==> config.mk <==
export PLATFORM = sky130hd
export DESIGN_NAME = dmem_bridge
export DESIGN_NICKNAME = d
export VERILOG_FILES = /design/src/rtl/dmem_bridge.sv
export SDC_FILE = /design/constraint.sdc
export NUM_CORES = 1
export LEC_CHECK = 0
export BUFFER_PORTS_ARGS = -buffer_cell sky130_fd_sc_hd__buf_2
export CAP_MARGIN = 20
export CORE_ASPECT_RATIO = 0.6
export CORE_UTILIZATION = 40
export DETAILED_ROUTE_END_ITERATION = 6
export MAX_ROUTING_LAYER = met4
export PLACE_DENSITY = 0.72
export SLEW_MARGIN = 20
export SYNTH_ARGS = -nofsm -noshare
export SYNTH_HDL_FRONTEND = slang
export SYNTH_SLANG_ARGS = --single-unit
==> constraint.sdc <==
create_clock -name clk -period 5 [get_ports clk]
set_input_delay 0.25 -clock clk [delete_from_list [all_inputs] [get_ports clk]]
set_output_delay 0.25 -clock clk [all_outputs]
set_load 0.01 [all_outputs]
==> src/rtl/dmem_bridge.sv <==
// Data-side memory bridge: turns level load/store requests into a req/ack
// bus transaction, stalling the pipeline until the access completes.
module dmem_bridge #(
  parameter int DATA_W  = 32,
  parameter int TIMEOUT = 16,
  parameter int CNT_W   = 5
) (
  input  logic              clk,
  input  logic              arst_n,
  input  logic              mem_read,
  input  logic              mem_write,
  input  logic [DATA_W-1:0] addr,
  input  logic [DATA_W-1:0] wdata,
  output logic [DATA_W-1:0] rdata,
  output logic              stall,
  output logic              err,
  output logic [1:0]        err_code,
  output logic              bus_req,
  output logic              bus_we,
  output logic [DATA_W-1:0] bus_addr,
  output logic [DATA_W-1:0] bus_wdata,
  input  logic [DATA_W-1:0] bus_rdata,
  input  logic              bus_ack
);

  typedef enum logic [1:0] {
    S_IDLE,
    S_WAIT,
    S_DONE
  } state_t;

  state_t     state, state_nxt;
  logic [CNT_W-1:0] cnt;

  logic access, both, misal, legal, tmo;

  assign access = mem_read | mem_write;
  assign both   = mem_read & mem_write;
  assign misal  = access && (addr[1:0] != 2'b00);
  assign legal  = access & ~both & ~misal;
  assign tmo    = (cnt == CNT_W'(TIMEOUT - 1));

  always_ff @(posedge clk or negedge arst_n) begin
    if (!arst_n) state <= S_IDLE;
    else         state <= state_nxt;
  end

  always_comb begin
    state_nxt = state;
    stall     = 1'b0;
    unique case (state)
      S_IDLE: begin
        if (legal) begin
          stall     = 1'b1;
          state_nxt = S_WAIT;
        end
      end
      S_WAIT: begin
        stall = 1'b1;
        if (bus_ack || tmo) state_nxt = S_DONE;
      end
      S_DONE: state_nxt = S_IDLE;
      default: state_nxt = S_IDLE;
    endcase
  end

  always_ff @(posedge clk or negedge arst_n) begin
    if (!arst_n) begin
      rdata     <= '0;
      bus_addr  <= '0;
      bus_wdata <= '0;
      bus_we    <= 1'b0;
      bus_req   <= 1'b0;
      err       <= 1'b0;
      err_code  <= 2'b00;
      cnt       <= '0;
    end else begin
      err <= 1'b0;
      unique case (state)
        S_IDLE: begin
          if (both) begin
            err      <= 1'b1;
            err_code <= 2'b10;
          end else if (misal) begin
            err      <= 1'b1;
            err_code <= 2'b01;
          end else if (legal) begin
            bus_addr  <= {addr[DATA_W-1:2], 2'b00};
            bus_wdata <= wdata;
            bus_we    <= mem_write;
            bus_req   <= 1'b1;
            cnt       <= '0;
          end
        end
        S_WAIT: begin
          if (bus_ack) begin
            bus_req <= 1'b0;
            if (!bus_we) rdata <= bus_rdata;
          end else if (tmo) begin
            // abort: load result forced to zero so no stale data commits
            bus_req  <= 1'b0;
            rdata    <= '0;
            err      <= 1'b1;
            err_code <= 2'b11;
          end else begin
            cnt <= cnt + CNT_W'(1);
          end
        end
        default: ;
      endcase
    end
  end

endmodule

==> flow_summary.toml <==
[layout]
layout.cells.non_filler = 609
fin_nets = 574
drive_above_1_share_pct = 61.6
antennaDiodeCount = 0
final_design_area_no_fill_um2 = 5510
areaGrowthSynthToFinish_pct = 33.1

[placement]
gpl.final_weighted_congestion = 0.785
post-place-cells = 592
detailed_place.area_um2 = 5220
dp_hpwl_mm = 6.71
port_buffers = 200

[timing]
fin_worst_skew_ns = 0.00821
slew_viol_final = 0
fmax_mhz = 422
final.min_clock_period_ns = 2.37
timing.slew.headroom_pct = 33.6
finalCritPeriodShare_pct = 47.4
setup-tns-final_ns = 0
setup_repair_after_global_routing_missed_its_margin = "no"
report.final.hold_viol_count = 0
worstMarginPinSlew_ns = 0.996
finalSetupViolCount = 0

[cts]
clkSlewWorstSetupHoldPaths_ns = 0.07
insertion_delay_to_the_later_sink_of_the_worst_skew_pair_ns = 0.34
cts-buffers-inserted = 9
cts.root.buffer_cell = "clkbuf_16"
htree_levels = 3
tritoncts = "done"
cts_post_setup_buffers_inserted = 0
clock_tree.buffer_depth = 2
cts_sinks = 106

[critical_path]
worst_ep_required_time_ns = 5.22
criticalPathCategory = "reg -> reg"
arrival_ns = 2.59
maximum_fanout_encountered_on_the_critical_timing_path = 69
end_kind = "flip-flop"
worst_r2r_startpoint = "state[0]$_DFFE_PN0P_"
setup.reg_to_reg.worst_slack_ns = 2.63
worst_r2r_path_depth = 3
type_of_origin_of_the_critical_path = "flip-flop"
critical_path.reg2reg.endpoint = "bus_wdata[6]$_DFFE_PN0P_"

[die]
die_height_um = 80.8
chipWidth_um = 133
fp.dieArea_um2 = 10800
floorplan.initialDensity_pct = 41.6
design.portCount = 203
core_region_area_um2 = 9950
num_rows = 28

[detailed_routing]
drt_wl_total_mm = 9.30
wl_per_cell_um = 15.3
detail_route.drc_violations = 0
vias_per_cell = 4.87
router_iterations_before_antenna_repair = 4
ant_nets = 0
drtIter0Drc = 87
via_count = 2967

[synthesis]
post_synth_edffs = 0
ys_warn_count = 0
synth.cells.most_frequent = "dfrtp_1 (106), mux2_2 (59), a22o_1 (32)"
synth.distinct_cells = 34
ys_seq_area_share_pct = 64.0
synth.top_cell.area_share_pct = 64.0
syn_inst = 273
synth_top_area_cell = "dfrtp_1"
postSynthRegisterBits = 106
post_synth_main_area_contributors = "dfrtp_1 (64%), mux2_2 (16%), a22o_1 (6.8%)"
async_reset_ff_share_pct = 100
synthesis.area_per_instance_um2 = 15.2
count_leader_synth = "dfrtp_1"
main_flop_type_after_synthesis = "dfrtp_1"
syn-cell-area_um2 = 4140

[hold_path]
hold-path-cell-count = 2
worst_hold_path.endpoint = "rdata[3]$_DFFE_PN0P_"
hold_path_startpoint = "bus_rdata[3]"
timing.hold.worst.class = "in -> reg"

[power_and_ir_drop]
power.ir.vdd_worst_v = 0.000324
powerDensity_nw_per_um2 = 582
p_leak_uw = 0.00288
total_power_uw = 3210

[grt]
grt_antenna_before_repair = 0
gr-usage-all-layers_pct = 18.1
grt.overflow.total = 0
grt_pass1_vias = 2935
grt_start_max_net_pins = 70
grt_pass1_wl_mm = 14.4

[job]
cap_viol_max_count = 0

[outcome]
status = "finished clean"
==> state kept, by name, indices dropped and copies added, names as in the netlist <==
register   flops
bus_addr      30
bus_req        1
bus_wdata     32
bus_we         1
cnt            5
err            1
err_code       2
rdata         32
state          2
==> through the flow <==
stage	setup WS (ns)	util, %	hold slack, ns
5_1_grt	2.47	55.4	0.113
6_report	2.63	55.4	0.128
3_3_place_gp	2.66	52.5	0.314
4_1_cts	2.54	55.4	0.113
2_1_floorplan	3.05	-	-0.0456
3_5_place_dp	2.54	52.5	0.320
==> worst max path at each step <==
| stage | from | to | cells past startpoint |
|---|---|---|---|
| 6_report | state[0]$_DFFE_PN0P_ | bus_wdata[6]$_DFFE_PN0P_ | 3 |
| 5_1_grt | state[0]$_DFFE_PN0P_ | bus_addr[26]$_DFFE_PN0P_ | 3 |
| 4_1_cts | cnt[0]$_DFFE_PN0P_ | rdata[12]$_DFFE_PN0P_ | 6 |
| 3_5_place_dp | cnt[0]$_DFFE_PN0P_ | rdata[12]$_DFFE_PN0P_ | 6 |
| 3_3_place_gp | cnt[0]$_DFFE_PN0P_ | rdata[0]$_DFFE_PN0P_ | 6 |
| 2_1_floorplan | cnt[0]$_DFFE_PN0P_ | cnt[2]$_DFFE_PN0P_ | 6 |
==> kinds of logic after synthesis <==
group | count (synthesis) | share of synthesized area (%)
other | 1 | 0.0905
DFF | 106 | 64.0
adders and majority gates | 4 | 1.21
buffers and inverters | 26 | 3.87
muxes | 63 | 17.5
AOI/OAI and AO/OA | 47 | 9.67
and+or+nand+nor | 26 | 3.63
==> worst max-delay path, stage by stage (launching register included) <==
cell,delay [ns]
dfrtp_1,0.53
nor3_2,0.33
nand3_4,0.75
mux2_2,0.59
==> routing by layer <==
metal / wire length [um] / up-vias / share of wire (%) / global-route usage (%)
li1: - / 1367 / - / -
met5: 0 / - / 0 / -
met1: 4310 / 1461 / 46 / 23.1
met3: 620 / 12 / 6.7 / 5.31
met4: 113 / 0 / 1.2 / 5.91
met2: 4260 / 127 / 46 / 27.8
==> layout by cell type, fill, tap and decap left out, drive strengths merged <==
cell type | netlist | routed
nand2 | 4 | 4
a211oi | 1 | 1
nand4b | 1 | 1
nor4bb | 1 | 1
clkinvlp | 0 | 1
a22o | 32 | 32
and3 | 2 | 2
a21o | 2 | 2
dfrtp | 106 | 106
clkinv | 0 | 3
clkbuf | 1 | 9
nand2b | 2 | 2
ha | 4 | 4
a31o | 4 | 4
dlygate4sd3 | 0 | 1
a222oi | 1 | 1
conb | 1 | 2
a2111o | 1 | 1
o22ai | 2 | 2
mux2 | 63 | 63
nor2b | 1 | 1
nand3 | 2 | 2
inv | 7 | 10
nor2 | 8 | 8
a21oi | 2 | 2
nor3 | 3 | 3
or4b | 1 | 1
o21bai | 1 | 1
and2 | 1 | 1
buf | 18 | 202
o31ai | 1 | 1
==> power by group <==
group | switching, uW | internal [uW] | total, uW
logic | 517 | 582 | 1100
clock network | 313 | 342 | 656
registers | 221 | 1230 | 1450
total | 1050 | 2160 | 3210
==> layout make-up <==
type,instances,area [um^2]
multi-input cells,142,1360
clock inverters,7,52.6
well taps,135,169
fillers,831,4440
repair buffers,203,1030
clock buffers,9,225
inverters,7,26.3
flip-flops and latches,106,2650
==> timing repair <==
| action | 4_1_cts | 5_1_grt |
|---|---|---|
| endpoints found under the hold margin | 51 | 0 |
| hold buffers | 1 | 0 |
| gates resized for setup | 0 | 0 |
No activity file was read; power rests on OpenSTA's default activity.
